<file path="src/rtl/multi_tick_timer.sv">
// multi_tick_timer: shared prescaler producing a base tick every CLK_DIV
// enabled cycles, feeding NUM_CH independent period counters that each emit
// a one-cycle tick per completed period (periodic or one-shot).
//
// Optional feature macro: MULTI_TICK_TIMER_CNT_OUT_EN
//   defined   -> adds output cnt_out, the live counter of every channel
//                (channel i at bits [i*PERIOD_W +: PERIOD_W]), unregistered.
//   undefined -> cnt_out is absent; behaviour is otherwise identical.

// ---------------------------------------------------------------------------
// One timer channel: IDLE/RUN state machine with period register and counter.
// ---------------------------------------------------------------------------
module multi_tick_timer_ch #(
    parameter int PERIOD_W = 16
) (
    input  logic                clk,
    input  logic                rst,
    input  logic                base_ev,
    input  logic                ch_en,
    input  logic                oneshot,
    input  logic                load,
    input  logic [PERIOD_W-1:0] period_in,
    output logic                tick,
    output logic                busy
`ifdef MULTI_TICK_TIMER_CNT_OUT_EN
    ,
    output logic [PERIOD_W-1:0] cnt
`endif
);

    typedef enum logic {
        IDLE = 1'b0,
        RUN  = 1'b1
    } ch_state_e;

    localparam logic [PERIOD_W-1:0] CNT_ONE = PERIOD_W'(1);

    ch_state_e           state_q, state_d;
    logic [PERIOD_W-1:0] per_q, per_d;
    logic [PERIOD_W-1:0] cnt_q, cnt_d;
    logic                tick_q, tick_d;

    // Next-state: load has priority over counting; IDLE ignores base ticks.
    always_comb begin
        state_d = state_q;
        per_d   = per_q;
        cnt_d   = cnt_q;
        tick_d  = 1'b0;
        if (load) begin
            // A zero period parks the channel in IDLE so cnt never underflows.
            per_d   = period_in;
            cnt_d   = period_in;
            state_d = (period_in != '0) ? RUN : IDLE;
        end else begin
            unique case (state_q)
                RUN: begin
                    if (base_ev && ch_en) begin
                        if (cnt_q == CNT_ONE) begin
                            tick_d = 1'b1;
                            if (oneshot) begin
                                cnt_d   = '0;
                                state_d = IDLE;
                            end else begin
                                cnt_d = per_q;
                            end
                        end else begin
                            cnt_d = cnt_q - CNT_ONE;
                        end
                    end
                end
                default: ;
            endcase
        end
    end

    // Channel registers; tick is registered so it lines up with base_tick.
    always_ff @(posedge clk) begin
        if (rst) begin
            state_q <= IDLE;
            per_q   <= '0;
            cnt_q   <= '0;
            tick_q  <= 1'b0;
        end else begin
            state_q <= state_d;
            per_q   <= per_d;
            cnt_q   <= cnt_d;
            tick_q  <= tick_d;
        end
    end

    assign tick = tick_q;
    assign busy = (state_q == RUN);
`ifdef MULTI_TICK_TIMER_CNT_OUT_EN
    assign cnt  = cnt_q;
`endif

endmodule

// ---------------------------------------------------------------------------
// Top: prescaler plus an array of channels.
// ---------------------------------------------------------------------------
module multi_tick_timer #(
    parameter int CLK_DIV  = 500000,
    parameter int NUM_CH   = 4,
    parameter int PERIOD_W = 16
) (
    input  logic                clk,
    input  logic                rst,
    input  logic                en,
    input  logic [NUM_CH-1:0]   ch_en,
    input  logic [NUM_CH-1:0]   ch_oneshot,
    input  logic [NUM_CH-1:0]   load,
    input  logic [PERIOD_W-1:0] period_in,
    output logic                base_tick,
    output logic [NUM_CH-1:0]   tick,
    output logic [NUM_CH-1:0]   busy
`ifdef MULTI_TICK_TIMER_CNT_OUT_EN
    ,
    output logic [NUM_CH*PERIOD_W-1:0] cnt_out
`endif
);

    // CLK_DIV=1 still needs a 1-bit counter; it simply never leaves 0.
    localparam int               PRE_W   = (CLK_DIV > 1) ? $clog2(CLK_DIV) : 1;
    localparam logic [PRE_W-1:0] PRE_MAX = PRE_W'(CLK_DIV - 1);

    logic [PRE_W-1:0] pre_cnt_q, pre_cnt_d;
    logic             base_tick_q, base_tick_d;
    logic             base_ev;

    // Prescaler: wraps on the base event, holds while globally disabled.
    always_comb begin
        base_ev     = en && (pre_cnt_q == PRE_MAX);
        pre_cnt_d   = pre_cnt_q;
        base_tick_d = base_ev;
        if (base_ev) begin
            pre_cnt_d = '0;
        end else if (en) begin
            pre_cnt_d = pre_cnt_q + 1'b1;
        end
    end

    // Prescaler registers.
    always_ff @(posedge clk) begin
        if (rst) begin
            pre_cnt_q   <= '0;
            base_tick_q <= 1'b0;
        end else begin
            pre_cnt_q   <= pre_cnt_d;
            base_tick_q <= base_tick_d;
        end
    end

    assign base_tick = base_tick_q;

    // Channels share base_ev and period_in; everything else is per channel.
    for (genvar i = 0; i < NUM_CH; i++) begin : g_ch
        multi_tick_timer_ch #(
            .PERIOD_W (PERIOD_W)
        ) u_ch (
            .clk       (clk),
            .rst       (rst),
            .base_ev   (base_ev),
            .ch_en     (ch_en[i]),
            .oneshot   (ch_oneshot[i]),
            .load      (load[i]),
            .period_in (period_in),
            .tick      (tick[i]),
            .busy      (busy[i])
`ifdef MULTI_TICK_TIMER_CNT_OUT_EN
            ,
            .cnt       (cnt_out[i*PERIOD_W +: PERIOD_W])
`endif
        );
    end

endmodule
</file>
<file path="config.mk">
export PLATFORM = sky130hd
export DESIGN_NAME = multi_tick_timer
export DESIGN_NICKNAME = d
export VERILOG_FILES = /design/src/rtl/multi_tick_timer.sv
export SDC_FILE = /design/constraint.sdc
export NUM_CORES = 1
export LEC_CHECK = 0
export CAP_MARGIN = 30
export CELL_PAD_IN_SITES_DETAIL_PLACEMENT = 1
export CELL_PAD_IN_SITES_GLOBAL_PLACEMENT = 1
export CORE_MARGIN = 1.5
export CORE_UTILIZATION = 40
export CTS_CLUSTER_DIAMETER = 200
export DETAILED_ROUTE_END_ITERATION = 16
export GPL_ROUTABILITY_DRIVEN = 1
export PLACE_DENSITY_LB_ADDON = 0.1
export SYNTH_ARGS = -nofsm -noshare
export SYNTH_HDL_FRONTEND = slang
export SYNTH_SLANG_ARGS = --single-unit
</file>
<file path="constraint.sdc">
create_clock -name clk -period 2.7 [get_ports clk]
set_clock_uncertainty 0.2 [all_clocks]
set_input_delay 0.54 -clock clk [delete_from_list [all_inputs] [get_ports clk]]
set_output_delay 0.54 -clock clk [all_outputs]
set_load 0.005 [all_outputs]
</file>
Yosys cells after proc, flatten, opt, wreduce, memory -nomap -nowiden --
Cells that the tools add are included.
Word-level totals: register bits 156, input port bits 31, logic and storage cells 104, output and inout port bits 9
Operators by class: multiplexer cells 45, reduce and logical (&&, ||, !) cells 23, add/subtract/negate cells 5, equal/unequal tests 5, bitwise gates (word level) 8
Operators by type and width (number):
- 2-to-1 mux 16 bit | 20
- equality test 16 x 1 -> 1 bit (second input constant) | 4
- subtractor 16 x 1 -> 16 bit (second input constant) | 4
- 2-to-1 mux 1 bit | 25
- adder 19 x 1 -> 19 bit (second input constant) | 1
- equality test 19 bit (second input constant) | 1
- nonzero test 16 bit | 1
- nonzero test 2 bit | 8
- OR reduction 4 bit | 4
- inverter 1 bit | 8
- AND reduction 2 bit | 4
- logical AND 1 bit | 5
- OR reduction 2 bit | 1

Depth between registers and ports, before layout --
depth in word-level cells 6, depth in mapped cells 10, depth with buffers taken out 8

By module --
Synthesis repeated with hierarchy kept, for this count alone.
Unflattened totals: cell total of the unflattened synthesis 976, area total of the unflattened synthesis 8524.4 um2
Modules (own cells, without submodules):
- multi_tick_timer_ch | instances 4, area an instance 1898.1 um2, sequential area each 680.7 um2, cells each 217
- multi_tick_timer | instances 1, area an instance 932.1 um2, sequential area each 400.4 um2, cells each 108

Least setup slack after synthesis --
No wires, ideal clock.
path type register to register, from register pre_cnt_q[9], to register g_ch[3].u_ch.cnt_q[11], arrival 2455 ps, slack -72 ps, cell stages (with the launch flop) 8, required time 2383 ps, setup time 117 ps, buffers on the path 1, period minus slack after synthesis 2772 ps, path through dfxtp_1 > or4_4 > or4_1 > buf_6 > nor3_4 > nand2_2 > mux2_4 > a32o_1
On the way: longest elaborated chain between the ends 5
Ends and longest elaborated chain:
- from (decl) | line 127 | logic [PRE_W-1:0] pre_cnt_q, pre_cnt_d;
- from (signal assigned) | line 149 | pre_cnt_q <= pre_cnt_d;
- equality test 19 bit | line 133 | base_ev = en && (pre_cnt_q == PRE_MAX);
- logical AND 1 bit | line 133
- logical AND 1 bit | line 57 | if (base_ev && ch_en) begin
- nonzero test 2 bit (no line)
- AND reduction 2 bit (no line)
- to (signal assigned) | line 86 | cnt_q <= cnt_d;
- to (decl) | line 40 | logic [PERIOD_W-1:0] cnt_q, cnt_d;
No other way between the ends. A chain may end at the register's enable or synchronous reset.

Final worst setup path --
from register pre_cnt_q[14], to register g_ch[3].u_ch.cnt_q[11]
Same word-level chain as after synthesis.

==> qor.yml <==
synthesis:
  synth_area_per_cell_um2: 8.150
  synth_compound_area_frac: 0.1953
  synth_nets: 1051
  synth_simple_gate_area_frac: 0.2459
  synth-edff-count: 0
  synth_fa_ha_area_frac: 0.01367
  synthMuxAreaShare: 0.05771
  synthArstFlopShare: 0
  synthesis.area_mm2: 0.008239
  ys.flop_type: "dfxtp_1"
  synth_top_family_by_area: "simple AND/OR/NAND/NOR gates"
  yosys.cell_types.count: 69
  synth_xor_area_frac: 0.05528
  synth_cells: 1011
  yosys_warnings: 0
  synth_area_leaders: "dfxtp_1 (38%), nor2_1 (5.8%), mux2i_1 (5.6%)"
  synth_top_area_frac: 0.3790
  synth_common_cells: "dfxtp_1 (156), nor2_1 (127), a21oi_1 (80)"
  synthMostInstantiatedCell: "dfxtp_1"
  synth.ff_latch_count: 156
  ys_seq_area_frac: 0.3790
  synth_top_cell_by_area: "dfxtp_1"
floorplanning:
  fp.coreArea_mm2: 0.02023
  die_area_mm2: 0.02147
  die_w_um: 146.5
  ios: 40
  chipHeight_um: 146.5
  start_util: 0.4072
  num_rows: 52
pwr:
  intPower_mw: 4.201
  p_comb_frac: 0.156
  seq_power_share: 0.430
  power_density_mw_per_mm2: 581.5
  switching_power_mw: 1.682
  peakVddDrop_uv: 461.5
  p_sw_frac: 0.2860
  clkPwrFrac: 0.414
  p_leak_nw: 3.945
setup_path:
  path_cells: "or4_4 > or4_4 > nor3_4 > nand2_2 > mux2_4 > a32o_1"
  reg2reg_to: "g_ch[3].u_ch.cnt_q[11]$_SDFFE_PP0P_"
  rr_worst_depth: 6
  reg2reg_from: "pre_cnt_q[14]$_SDFFE_PP0P_"
  required_ns: 2.83
  path_delay_family: "simple AND/OR/NAND/NOR gates"
  crit_type: "register to register"
  rrSetupSlack_ns: -0.06
  path_common_cell: "or4_4"
  crit_buf_inv: 0
  critPathLaunchType: "register"
  cp.depth: 6
  cp_max_fo: 8
  end_kind: "register"
  cp_slowest_cell: "or4_4"
  cp.arrival_ns: 2.88
  cpPeakStageDelay_ns: 0.66
clock_tree:
  cts_hold_buffers: 0
  cts_inserted_buffers: 17
  clockBufferDepth: 2
  clock_latency_ns: 0.43
  cts-root-buf: "clkbuf_16"
  clkSinkCount: 156
  cts_tree: "built"
  htreeDepth: 4
  clkTransAtPathRegs_ns: 0.07
final_layout:
  area.growth.synth_to_final_pct: 22.79
  diodes: 0
  nNetsFinal: 1137
  fin_cells: 1380
  layout-drive-gt1-share: 0.1532
run:
  maxCapViolations: 0
min_path:
  whs_path_depth: 2
  holdCritPathClass: "register to register"
  holdCritStartpoint: "g_ch[1].u_ch.per_q[10]$_SDFFE_PP0P_"
  hold_end: "g_ch[1].u_ch.per_q[10]$_SDFFE_PP0P_"
drt:
  first_pass_iters: 4
  via_per_inst: 5.664
  vias: 7816
  wire_per_inst_um: 20.15
  final_antenna_net_count: 0
  drt_wl_total_um: 27810
  initialDrtViolationCount: 489
  drc: 0
global_route:
  grt_pass1_wl_um: 43950
  grt_pass1_vias: 7895
  grt_start_max_net_pins: 39
  grt-ovfl-total: 0
  antenna_found_initial: 0
  grt_usage: 0.2630
outcome:
  violations: "setup timing"
  status: "complete, but fails checks"
sta:
  holdWs_ns: 0.2691
  rsz0062_at_grt: "true"
  max_freq_mhz: 362.7
  max_slew_margin: 0.5281
  period_needed_ns: 2.757
  finalMaxSlewViolations: 0
  final_hold_viol_count: 0
  layout_setup_ws_ns: -0.05716
  min_period_over_period: 1.021
  setup_violations: 7
  tightest_slew_ns: 0.7078
place:
  dp_cells: 1342
  place_congestion: 0.8458
  io_buffer_count: 39
  place_hpwl_um: 19420
[layout make-up]
cell class | instances | area (um^2)
tap | 270 | 337.8
sequential | 156 | 3124
clock buffer | 19 | 442.9
timing repair buffer | 145 | 1206
inverter | 25 | 93.84
multi-input combinational | 752 | 4770
clock inverter | 13 | 142.6
fill | 2456 | 10120
[worst max path at each step]
stage | from | end | slack [ns]
4_1_cts | pre_cnt_q[14]$_SDFFE_PP0P_ | g_ch[3].u_ch.cnt_q[2]$_SDFFE_PP0P_ | -0.05
3_3_place_gp | en | g_ch[0].u_ch.cnt_q[13]$_SDFFE_PP0P_ | -0.28
6_report | pre_cnt_q[14]$_SDFFE_PP0P_ | g_ch[3].u_ch.cnt_q[11]$_SDFFE_PP0P_ | -0.06
3_5_place_dp | en | g_ch[1].u_ch.cnt_q[6]$_SDFFE_PP0P_ | -0.29
5_1_grt | pre_cnt_q[14]$_SDFFE_PP0P_ | g_ch[3].u_ch.cnt_q[9]$_SDFFE_PP0P_ | -0.13
2_1_floorplan | pre_cnt_q[10]$_SDFFE_PP0P_ | g_ch[3].u_ch.cnt_q[11]$_SDFFE_PP0P_ | 0.002
[power by group through the flow]
stage	sequential [mW]	clock, mW	combinational [mW]
5_1_grt	2.54	2.56	1.01
3_3_place_gp	2.57	0	0.883
3_5_place_dp	2.57	0	0.896
6_report	2.53	2.44	0.918
4_1_cts	2.52	2.49	0.907
2_1_floorplan	2.54	0	0.584
[routing by layer]
layer / part of all wire / GRT usage
met4: 0.015 / 0.06566
met2: 0.46 / 0.4192
met1: 0.49 / 0.3664
met3: 0.031 / 0.04844
met5: 0 / 0
[through the flow]
step	area (um^2)	util	TNS (ns)	total power, mW	setup slack (ns)
6_report	10120	0.5000	-0.2342	5.883	-0.05716
5_1_grt	10120	0.5000	-2.065	6.115	-0.1303
4_1_cts	10020	0.4951	-0.3008	5.919	-0.05146
3_5_place_dp	9398	0.4644	-10.13	3.471	-0.2949
3_3_place_gp	9398	0.4644	-7.960	3.455	-0.2833
2_1_floorplan	8243	-	0	3.128	0.001670
[cell families after synthesis]
family / Yosys count
simple gates: 394
mux: 47
fa+ha+maj: 9
compound gates: 249
xor+xnor: 52
flops: 156
buf+inv: 104
[flip-flops by register name (all words and copies together), names as in the netlist]
| signal | flops |
|---|---|
| g_ch.u_ch.tick | 4 |
| base_tick | 1 |
| g_ch.u_ch.per_q | 64 |
| g_ch.u_ch.busy | 4 |
| g_ch.u_ch.cnt_q | 64 |
| pre_cnt_q | 19 |
[worst reg2reg max path: stages (launching register included)]
cell	delay, ns
dfxtp_2	0.32
or4_4	0.55
or4_4	0.66
nor3_4	0.27
nand2_2	0.11
mux2_4	0.31
a32o_1	0.25
[layout by cell type (no fill, tap or decap), types with 17 or more instances in the layout]
cell type / netlist / routed
a31oi_1: 18 / 18
clkbuf_16: 0 / 17
nand3_1: 27 / 27
dfxtp_1: 156 / 155
mux2i_1: 46 / 46
inv_1: 23 / 23
nand2b_1: 27 / 27
xnor2_1: 23 / 23
nor4_1: 21 / 21
nor2_1: 127 / 126
nor3_1: 21 / 20
clkdlybuf4s50_1: 0 / 36
a21oi_1: 80 / 79
buf_4: 8 / 103
xor2_1: 29 / 29
nand2_1: 75 / 74
o22ai_1: 18 / 18
nand4_1: 18 / 18
o21ai_0: 36 / 32
[repair_timing]
action	CTS	global route
setup endpoints to repair	16	40
buffers inserted	2	3
resized for setup	3	22
pin swaps	5	8
cloned	1	0
Note: power is estimated with default switching activity, not from simulation.
